==> config.mk <==
export PLATFORM = sky130hd
export DESIGN_NAME = mem_req_arbiter
export DESIGN_NICKNAME = d
export VERILOG_FILES = /design/src/rtl/mem_req_arbiter.sv
export SDC_FILE = /design/constraint.sdc
export NUM_CORES = 1
export LEC_CHECK = 0
export ABC_AREA = 1
export BUFFER_PORTS_ARGS = -buffer_cell sky130_fd_sc_hd__buf_2
export CAP_MARGIN = 10
export CORE_AREA = 2 2 207 209
export CTS_CLUSTER_DIAMETER = 80
export DETAILED_ROUTE_END_ITERATION = 10
export DIE_AREA = 0 0 209 211
export GPL_TIMING_DRIVEN = 0
export SKIP_CTS_REPAIR_TIMING = 1
export SLEW_MARGIN = 20
export SYNTH_ARGS = -nofsm -noshare
export SYNTH_HDL_FRONTEND = slang
export SYNTH_SLANG_ARGS = --single-unit
export TNS_END_PERCENT = 1
==> constraint.sdc <==
create_clock -name clk -period 3.7 [get_ports clk]
set_input_delay 1.11 -clock clk [delete_from_list [all_inputs] [get_ports clk]]
set_output_delay 1.11 -clock clk [all_outputs]
set_load 0.005 [all_outputs]
==> src/rtl/mem_req_arbiter.sv <==
// Arbitrates fetch (128-bit line) and load/store requests onto one byte-serial memory controller.
// One single-cycle command per transaction; ack pulses one cycle after the controller drops busy; rdy=0 freezes everything.
module mem_req_arbiter #(
  parameter int STARVE_LIMIT = 4,
  parameter int CNT_W        = 3
) (
  input  logic         clk,
  input  logic         rst,
  input  logic         rdy,
  input  logic         if_req,
  input  logic [31:0]  if_addr,
  input  logic         if_flush,
  output logic         if_ack,
  output logic [127:0] if_data,
  input  logic         dm_re,
  input  logic         dm_we,
  input  logic [31:0]  dm_addr,
  input  logic [2:0]   dm_width,
  input  logic [31:0]  dm_wdata,
  output logic         dm_ack,
  output logic [31:0]  dm_rdata,
  output logic         ctrl_inst_re,
  output logic [31:0]  ctrl_inst_addr,
  output logic         ctrl_mem_re,
  output logic         ctrl_mem_we,
  output logic [31:0]  ctrl_mem_addr,
  output logic [2:0]   ctrl_mem_width,
  output logic [31:0]  ctrl_mem_wdata,
  input  logic [127:0] ctrl_inst_data,
  input  logic         ctrl_inst_busy,
  input  logic [31:0]  ctrl_mem_rdata,
  input  logic         ctrl_mem_busy
);

  localparam logic [2:0] S_IDLE      = 3'd0;
  localparam logic [2:0] S_ISSUE     = 3'd1;
  localparam logic [2:0] S_WAIT_BUSY = 3'd2;
  localparam logic [2:0] S_WAIT_DONE = 3'd3;
  localparam logic [2:0] S_COOL      = 3'd4;

  localparam logic [CNT_W-1:0] LIMIT = CNT_W'(STARVE_LIMIT);

  logic [2:0]       state_q, state_d;
  logic             is_fetch_q, is_fetch_d;
  logic             is_load_q, is_load_d;
  logic             discard_q, discard_d;
  logic [CNT_W-1:0] cnt_q, cnt_d;

  logic             ctrl_inst_re_q, ctrl_inst_re_d;
  logic [31:0]      ctrl_inst_addr_q, ctrl_inst_addr_d;
  logic             ctrl_mem_re_q, ctrl_mem_re_d;
  logic             ctrl_mem_we_q, ctrl_mem_we_d;
  logic [31:0]      ctrl_mem_addr_q, ctrl_mem_addr_d;
  logic [2:0]       ctrl_mem_width_q, ctrl_mem_width_d;
  logic [31:0]      ctrl_mem_wdata_q, ctrl_mem_wdata_d;
  logic             if_ack_q, if_ack_d;
  logic [127:0]     if_data_q, if_data_d;
  logic             dm_ack_q, dm_ack_d;
  logic [31:0]      dm_rdata_q, dm_rdata_d;

  logic fetch_vld, data_vld, force_fetch, grant_data, grant_fetch, busy_match;

  // A fetch raised together with a flush is treated as absent for this cycle.
  assign fetch_vld   = if_req & ~if_flush;
  assign data_vld    = dm_re | dm_we;
  assign force_fetch = fetch_vld & (cnt_q == LIMIT);
  assign grant_data  = (state_q == S_IDLE) & data_vld & ~force_fetch;
  assign grant_fetch = (state_q == S_IDLE) & fetch_vld & ~grant_data;
  assign busy_match  = is_fetch_q ? ctrl_inst_busy : ctrl_mem_busy;

  always_comb begin
    state_d          = state_q;
    is_fetch_d       = is_fetch_q;
    is_load_d        = is_load_q;
    discard_d        = discard_q;
    cnt_d            = cnt_q;
    ctrl_inst_re_d   = ctrl_inst_re_q;
    ctrl_inst_addr_d = ctrl_inst_addr_q;
    ctrl_mem_re_d    = ctrl_mem_re_q;
    ctrl_mem_we_d    = ctrl_mem_we_q;
    ctrl_mem_addr_d  = ctrl_mem_addr_q;
    ctrl_mem_width_d = ctrl_mem_width_q;
    ctrl_mem_wdata_d = ctrl_mem_wdata_q;
    if_ack_d         = 1'b0;
    if_data_d        = if_data_q;
    dm_ack_d         = 1'b0;
    dm_rdata_d       = dm_rdata_q;

    if ((state_q != S_IDLE) && is_fetch_q && if_flush) begin
      discard_d = 1'b1;
    end

    case (state_q)
      S_IDLE: begin
        discard_d = 1'b0;
        if (!if_req || grant_fetch) begin
          cnt_d = '0;
        end else if (grant_data && fetch_vld && (cnt_q != LIMIT)) begin
          cnt_d = cnt_q + 1'b1;
        end
        if (grant_data) begin
          // dm_re together with dm_we is illegal; the store wins.
          is_fetch_d       = 1'b0;
          is_load_d        = dm_re & ~dm_we;
          ctrl_mem_re_d    = dm_re & ~dm_we;
          ctrl_mem_we_d    = dm_we;
          ctrl_mem_addr_d  = dm_addr;
          ctrl_mem_width_d = dm_width;
          ctrl_mem_wdata_d = dm_wdata;
          state_d          = S_ISSUE;
        end else if (grant_fetch) begin
          is_fetch_d       = 1'b1;
          is_load_d        = 1'b0;
          ctrl_inst_re_d   = 1'b1;
          ctrl_inst_addr_d = if_addr;
          state_d          = S_ISSUE;
        end
      end
      S_ISSUE: begin
        ctrl_inst_re_d = 1'b0;
        ctrl_mem_re_d  = 1'b0;
        ctrl_mem_we_d  = 1'b0;
        state_d        = S_WAIT_BUSY;
      end
      S_WAIT_BUSY: begin
        if (busy_match) begin
          state_d = S_WAIT_DONE;
        end
      end
      S_WAIT_DONE: begin
        if (!busy_match) begin
          if (is_fetch_q) begin
            if (!(discard_q || if_flush)) begin
              if_data_d = ctrl_inst_data;
              if_ack_d  = 1'b1;
            end
          end else begin
            if (is_load_q) begin
              dm_rdata_d = ctrl_mem_rdata;
            end
            dm_ack_d = 1'b1;
          end
          state_d = S_COOL;
        end
      end
      S_COOL: begin
        discard_d = 1'b0;
        state_d   = S_IDLE;
      end
      default: begin
        state_d = S_IDLE;
      end
    endcase
  end

  always_ff @(posedge clk) begin
    if (rst) begin
      state_q          <= S_IDLE;
      is_fetch_q       <= 1'b0;
      is_load_q        <= 1'b0;
      discard_q        <= 1'b0;
      cnt_q            <= '0;
      ctrl_inst_re_q   <= 1'b0;
      ctrl_inst_addr_q <= '0;
      ctrl_mem_re_q    <= 1'b0;
      ctrl_mem_we_q    <= 1'b0;
      ctrl_mem_addr_q  <= '0;
      ctrl_mem_width_q <= '0;
      ctrl_mem_wdata_q <= '0;
      if_ack_q         <= 1'b0;
      if_data_q        <= '0;
      dm_ack_q         <= 1'b0;
      dm_rdata_q       <= '0;
    end else if (rdy) begin
      state_q          <= state_d;
      is_fetch_q       <= is_fetch_d;
      is_load_q        <= is_load_d;
      discard_q        <= discard_d;
      cnt_q            <= cnt_d;
      ctrl_inst_re_q   <= ctrl_inst_re_d;
      ctrl_inst_addr_q <= ctrl_inst_addr_d;
      ctrl_mem_re_q    <= ctrl_mem_re_d;
      ctrl_mem_we_q    <= ctrl_mem_we_d;
      ctrl_mem_addr_q  <= ctrl_mem_addr_d;
      ctrl_mem_width_q <= ctrl_mem_width_d;
      ctrl_mem_wdata_q <= ctrl_mem_wdata_d;
      if_ack_q         <= if_ack_d;
      if_data_q        <= if_data_d;
      dm_ack_q         <= dm_ack_d;
      dm_rdata_q       <= dm_rdata_d;
    end
  end

  assign ctrl_inst_re   = ctrl_inst_re_q;
  assign ctrl_inst_addr = ctrl_inst_addr_q;
  assign ctrl_mem_re    = ctrl_mem_re_q;
  assign ctrl_mem_we    = ctrl_mem_we_q;
  assign ctrl_mem_addr  = ctrl_mem_addr_q;
  assign ctrl_mem_width = ctrl_mem_width_q;
  assign ctrl_mem_wdata = ctrl_mem_wdata_q;
  assign if_ack         = if_ack_q;
  assign if_data        = if_data_q;
  assign dm_ack         = dm_ack_q;
  assign dm_rdata       = dm_rdata_q;

endmodule
Word-level counts from Yosys, hierarchy flattened. Cells that the tools add are included.

Bits in registers: 273. Input port bits: 268. Output and inout port bits: 264.

$add $sub $neg: 1. Eq/ne operators: 12. Muxes and demuxes: 27. Bitwise operators: 15. Reductions and logical operators: 24.

Operator list (number): 3-bit two-way mux (6); 1-bit two-way mux (17); 3-bit one-hot mux with 4 select lines (1); 3-bit AND reduction (4); 4-bit AND reduction (3); 2-bit inequality test, second input constant (5); 5-bit AND reduction (2); 2-bit nonzero test (4); 1-bit AND (7); 1-bit inverter (7); 3-bit by 2-bit equality test with 1-bit output, second input constant (2); 3-bit equality test, second input constant (2); 3-bit inequality test, second input constant (2); 1-bit one-hot mux with 2 select lines (3); 1-bit logical AND (4); 3-bit by 1-bit adder with 3-bit output, second input constant (1); 3-bit by 1-bit equality test with 1-bit output, second input constant (1); 3-bit zero test (1); 3-bit nonzero test (1); 1-bit logical OR (2); 2-bit AND reduction (1); 2-bit OR reduction (1); 1-bit zero test (1); 1-bit OR (1).

Logic depth before layout (Yosys ltp). Gate-level depths: netlist of the first run.

Depth in word-level cells: 10. Mapped depth: 10. Depth with buffers taken out: 8.

Worst setup path after synthesis of the first run. Ideal clock, no wire load.

Kind: input to register. From: in rdy. To: reg if_data_q[10], in the netlist if_data[10]. Arrival time: 2122 ps. Path slack: 1513 ps. Stages: 8. Cell sequence: buf_2 > inv_2 > nor2_1 > nand2_1 > buf_2 > clkbuf_1 > o21ai_0 > nor2_1.

Cells in the longest elaborated chain, start to end: 1.

RTL lines: start, declared (RTL line 9) `input logic rdy,`; 5-bit AND reduction (no line); end signal, assigned (RTL line 188) `if_data_q <= if_data_d;`; end, declared (RTL line 57) `logic [127:0] if_data_q, if_data_d;`.

No other way between the ends. A chain may end at the register's enable or synchronous reset.

==> flow_metrics.env, run 1 <==
export IMPL_status="complete, no violations"
export IMPL_yosysTopAreaCell="dfxtp_1"
export IMPL_avgSynthCellArea_um2=7.817
export IMPL_synth_area_leaders="dfxtp_1 56%, nor2_1 18%, o21ai_0 11%, nand2_1 2.6%, nand4_1 2.4%"
export IMPL_ys_seq_area_share_pct=55.98
export IMPL_clockBufferDepth=3
export IMPL_critPathKind="in2reg"
export IMPL_hold_class="reg2reg"
export IMPL_reg2reg_from="state_q[2]$_SDFFE_PP0P_"
export IMPL_synthFlopType="dfxtp_1"
export IMPL_fillers=4442
export IMPL_leakage_uw=0.006840
export IMPL_crit_path_end_kind="register"
export IMPL_cts_num_sinks=273
export IMPL_critical_path_arrival_ps=3170
export IMPL_rrSetupSlack_ps=1750
export IMPL_cts_buffers=31
export IMPL_cp_start_kind="input pin"
export IMPL_rsz0062_at_grt="no"
export IMPL_num_vias=10550
export IMPL_worstMarginPinSlew_ps=947.4
export IMPL_cts_tree="built"
export IMPL_ir_worst_vdd_mv=0.3094
export IMPL_min_period_over_period_pct=72.60
export IMPL_nets=2082
export IMPL_yosysWarnings=0
export IMPL_grt_max_degree=15
export IMPL_multiInputGateArea_um2=3781
export IMPL_initialDrtViolationCount=463
export IMPL_viasPerCell=4.444
export IMPL_start_util_pct=23.38
export IMPL_r2r_end="if_data[94]$_SDFFE_PP0P_"
export IMPL_grt_pass1_vias=10390
export IMPL_cts_root_buffer="clkbuf_16"
export IMPL_setup_viol=0
export IMPL_port_buffers=530
export IMPL_syn_inst=1249
export IMPL_period_needed_ps=2686
export IMPL_num_rows=75
export IMPL_yosys_top_cells_count="460 x nor2_1, 273 x dfxtp_1, 223 x o21ai_0"
export IMPL_regArea_um2=5465
export IMPL_finClkSkew_ps=34.13
export IMPL_clk_latency_ps=570
export IMPL_yosysUniqueCellTypes=27
export IMPL_gr_usage_all_layers_pct=16.52
export IMPL_routabilityCongestion=0.8510
export IMPL_required_ps=4190
export IMPL_syn_area_um2=9763
export IMPL_final_util_pct=33.80
export IMPL_finalHoldWorstSlack_ps=452.4
export IMPL_synth_nets=1519
export IMPL_dpl_hpwl_um=30310
export IMPL_drc=0
export IMPL_synthArstFlopShare_pct=0
export IMPL_power_density_nw_per_um2=482.8
export IMPL_synth_edff_count=0
export IMPL_cts_max_level=1
export IMPL_synth_top_area_share_pct=55.98
export IMPL_maxCapViolations=0
export IMPL_core_area_um2=41760
export IMPL_grt_ovfl_total=0
export IMPL_synth_most_common_cell="nor2_1"
export IMPL_synth_seq_cells=273
export IMPL_layout_drive_gt1_share_pct=34.21
export IMPL_die_w_um=209
export IMPL_fp_dieH_um=211
export IMPL_wl_per_cell_um=16.18
export IMPL_setup_tns_ps=0
export IMPL_wl_um=38390
export IMPL_hold_path_end="ctrl_inst_re$_SDFFE_PP0P_"
export IMPL_grt_pass1_wl_um=57740
export IMPL_hold_path_depth=2
export IMPL_rr_worst_depth=8
export IMPL_relSlewSlack_pct=36.84
export IMPL_clkSlewWorstSetupHoldPaths_ps=60
export IMPL_first_pass_iters=5
export IMPL_hold_violations=0
export IMPL_min_from="ctrl_inst_re$_SDFFE_PP0P_"
export IMPL_syn2layout_area_growth_pct=44.56
export IMPL_fmax_mhz=372.3
export IMPL_ant_nets=0
export IMPL_worstPathMaxFanout=10
export IMPL_antenna_found_initial=5
export IMPL_finalMaxSlewViolations=0
export IMPL_ioPinCount=532
export IMPL_dieArea_um2=44100
==> power breakdown <==
group / internal, uW / switching (uW)
logic: 269 / 362
clock network: 1860 / 1230
registers: 3030 / 51.3
==> final cells by class <==
| cell class | count | area share (%) |
|---|---|---|
| antenna | 1 | 0.01773 |
| buffer | 91 | 3.076 |
| clock buffer | 45 | 6.294 |
| clock inverter | 9 | 0.9397 |
| inverter | 22 | 0.5851 |
| multi-input combinational | 863 | 26.79 |
| sequential | 273 | 38.72 |
| tap | 539 | 4.778 |
| timing repair buffer | 530 | 18.79 |
==> layout by cell type, fill, tap and decap left out, types with 6 or more instances in the layout <==
cell type / instances
a21oi_1: 45
buf_2: 558
clkbuf_1: 60
clkbuf_16: 31
clkbuf_8: 6
dfxtp_1: 273
inv_1: 19
nand2_1: 67
nand3_1: 8
nand4_1: 37
nor2_1: 460
o21ai_0: 223
o21ai_1: 6
==> flip-flops by register name, summed over array words and instances, names as in the netlist, 3 cells and up <==
| name | flops |
|---|---|
| if_data | 128 |
| dm_rdata | 32 |
| cnt_q | 3 |
| ctrl_mem_wdata | 32 |
| ctrl_mem_width | 3 |
| ctrl_mem_addr | 32 |
| ctrl_inst_addr | 32 |
| state_q | 3 |
==> metal layers <==
metal / up-vias / track usage [%] / wire, um
met4: 8 / 5.961 / 1142
met3: 70 / 4.208 / 3053
met2: 448 / 30.36 / 19170
li1: 5186 / - / -
met1: 4834 / 18.38 / 14970
met5: - / 0 / 60
==> worst max-delay path by stage <==
stage / start / to / slack, ps / cells after the start
floorplan: rdy / if_data[10]$_SDFFE_PP0P_ / 1510 / 8
global placement: rst / if_data[125]$_SDFFE_PP0P_ / 210 / 6
detailed placement: rst / if_data[125]$_SDFFE_PP0P_ / 200 / 6
CTS: rst / if_data[125]$_SDFFE_PP0P_ / 790 / 6
global route: rst / if_data[94]$_SDFFE_PP0P_ / 720 / 6
finish: rst / if_data[94]$_SDFFE_PP0P_ / 1010 / 6
==> worst max-delay path: stages <==
cell,delay (ps)
buf_2,120
clkinv_1,280
clkbuf_1,750
clkbuf_1,500
o21ai_0,260
nor2_1,140
==> through the flow <==
| step | total power, uW | area [um2] | std cells | setup WS [ps] |
|---|---|---|---|---|
| 2_1_floorplan | 3431 | 9763 | 1249 | 1513 |
| 3_3_place_gp | 3768 | 13090 | 2318 | 213.4 |
| 3_5_place_dp | 3775 | 13090 | 2318 | 199.2 |
| 4_1_cts | 6886 | 14110 | 2372 | 788.8 |
| 5_1_grt | 7093 | 14110 | 2373 | 724.9 |
| 6_report | 6813 | 14110 | 2373 | 1014 |
==> cell families (layout without fill, tap and decap cells) <==
group | Yosys count | in the layout | synth area share (%)
XOR/XNOR | 1 | 1 | 0.08973
flip-flops | 273 | 273 | 55.98
AND/OR/NAND/NOR | 584 | 584 | 24.14
adder cells (fa/ha/maj) | 2 | 2 | 0.2563
other | 0 | 1 | 0
buffers and inverters | 113 | 697 | 5.293
AO/OA/AOI/OAI | 276 | 276 | 14.24
Note: power is estimated with default switching activity, not from simulation.
==> inputs of run 2 (changes only) <==
==> constraint.sdc (replaced) <==
create_clock -name clk -period 2.6 [get_ports clk]
set_input_delay 0.78 -clock clk [delete_from_list [all_inputs] [get_ports clk]]
set_output_delay 0.78 -clock clk [all_outputs]
set_load 0.005 [all_outputs]
==> flow_metrics.env, run 2 (synthesized netlist as in run 1, its figures left out) <==
export IMPL_crit_family="buffers and inverters"
export IMPL_cts_max_level=1
export IMPL_clockBufferDepth=3
export IMPL_layout_common_cells="558 x buf_2, 460 x nor2_1, 273 x dfxtp_1, 223 x o21ai_0, 67 x nand2_1"
export IMPL_required_ps=3080
export IMPL_cts_num_sinks=273
export IMPL_start_util_pct=23.38
export IMPL_layout_drive_gt1_share_pct=34.26
export IMPL_syn2layout_area_growth_pct=44.57
export IMPL_grt_ovfl_total=0
export IMPL_leakage_uw=0.006843
export IMPL_clkSlewWorstSetupHoldPaths_ps=60
export IMPL_wl_um=38400
export IMPL_crit_path_end_kind="register"
export IMPL_grt_util_met1_pct=18.38
export IMPL_crit_top_cell="clkbuf_1"
export IMPL_cts_tree="built"
export IMPL_wl_per_cell_um=16.18
export IMPL_num_rows=75
export IMPL_regArea_um2=5465
export IMPL_cts_root_buffer="clkbuf_16"
export IMPL_multiInputGateArea_um2=3781
export IMPL_period_needed_ps=2147
export IMPL_viasPerCell=4.445
export IMPL_fp_dieH_um=211
export IMPL_fmax_mhz=465.7
export IMPL_setup_viol=0
export IMPL_num_vias=10550
export IMPL_relSlewSlack_pct=40.92
export IMPL_cpMaxStageDelayCell="clkbuf_1"
export IMPL_clk_latency_ps=570
export IMPL_gr_usage_all_layers_pct=16.52
export IMPL_grt_pass1_wl_um=57740
export IMPL_grt_pass1_vias=10390
export IMPL_dpl_hpwl_um=30310
export IMPL_port_buffers=530
export IMPL_critPathKind="in2reg"
export IMPL_worstPathMaxFanout=10
export IMPL_rsz0062_at_grt="no"
export IMPL_switching_share_pct=24.15
export IMPL_final_cells=2373
export IMPL_p_int_uw=7354
export IMPL_critical_path_arrival_ps=2630
export IMPL_fillers=4444
export IMPL_hold_class="in2reg"
export IMPL_busiest_layer="met2"
export IMPL_status="complete, no violations"
export IMPL_worstMarginPinSlew_ps=886.2
export IMPL_seq_power_share_pct=45.3
export IMPL_clockPowerShare_pct=45.5
export IMPL_mostFrequentLayoutCell="buf_2"
export IMPL_dieArea_um2=44100
export IMPL_initialDrtViolationCount=463
export IMPL_finClkSkew_ps=34.13
export IMPL_dp_slack_ps=-570.8
export IMPL_finalHoldWorstSlack_ps=430.3
export IMPL_final_util_pct=33.80
export IMPL_globalRouteMet2Util_pct=30.36
export IMPL_cp_cell_sequence="buf_2 -> clkinv_1 -> clkbuf_1 -> clkbuf_1 -> o21ai_0 -> nor2_1"
export IMPL_power_density_nw_per_um2=686.9
export IMPL_p_sw_uw=2342
export IMPL_setup_slack_ps=452.7
export IMPL_cp_start_kind="input pin"
export IMPL_ioPinCount=532
export IMPL_min_period_over_period_pct=82.59
export IMPL_antenna_found_initial=5
export IMPL_comb_power_share_pct=9.3
export IMPL_maxCapViolations=0
export IMPL_first_pass_iters=5
export IMPL_hold_violations=0
export IMPL_routabilityCongestion=0.8510
export IMPL_power_uw=9696
export IMPL_core_area_um2=41760
export IMPL_largest_register_ffs=128
export IMPL_dp_cells=2318
export IMPL_ant_nets=0
export IMPL_drc=0
export IMPL_critPathMaxStageDelay_ps=560
export IMPL_finalMaxSlewViolations=0
export IMPL_grtUsageMet3_pct=4.208
export IMPL_ir_worst_vdd_mv=0.4403
export IMPL_die_w_um=209
export IMPL_cts_buffers=31
export IMPL_nets=2082
export IMPL_cp_buffers_inverters=4
export IMPL_grt_max_degree=15
## run 2: worst min-delay path, delay by kind of cell
family | cells | cell delay [ps]
simple gates | 2 | 110
buf+inv | 1 | 70
## run 2: path summary, 6_finish.rpt
path	from	end	slack [ps]	cells after the start
hold / removal	dm_wdata[29]	ctrl_mem_wdata[29]$_SDFFE_PP0P_	430	3
setup reg to reg	state_q[2]$_SDFFE_PP0P_	if_data[94]$_SDFFE_PP0P_	650	8
hold reg to reg	ctrl_inst_re$_SDFFE_PP0P_	ctrl_inst_re$_SDFFE_PP0P_	450	2
setup / recovery	rst	dm_rdata[30]$_SDFFE_PP0P_	450	6
## run 2: power groups by stage
stage	clock network, uW	registers, uW	logic, uW
after global routing	4680	4400	1000
after detailed placement	0	4480	895
final	4410	4390	897
after CTS	4500	4390	904
after global placement	0	4470	888
after floorplan	0	4480	400
## run 2: layer usage
metal | routed length, um | vias to the layer above
met5 | 60 | -
met3 | 3053 | 70
met2 | 19170 | 448
met4 | 1142 | 8
li1 | - | 5186
met1 | 14970 | 4836
## run 2: cell type report
cell class                      count  share of cell area, %
Sequential cell                   273                  38.72
Multi-Input combinational cell    863                  26.79
Timing Repair Buffer              530                  18.79
Clock buffer                       45                  6.294
Tap cell                          539                  4.778
Buffer                             91                  3.085
Clock inverter                      9                 0.9396
Inverter                           22                 0.5851
Antenna cell                        1                0.01773
## run 2: per-stage QoR
step / cell area [um2] / TNS [ps]
5_1_grt: 14110 / 0
3_5_place_dp: 13090 / -23720
6_report: 14110 / 0
2_1_floorplan: 9763 / 0
3_3_place_gp: 13090 / -21040
4_1_cts: 14110 / 0
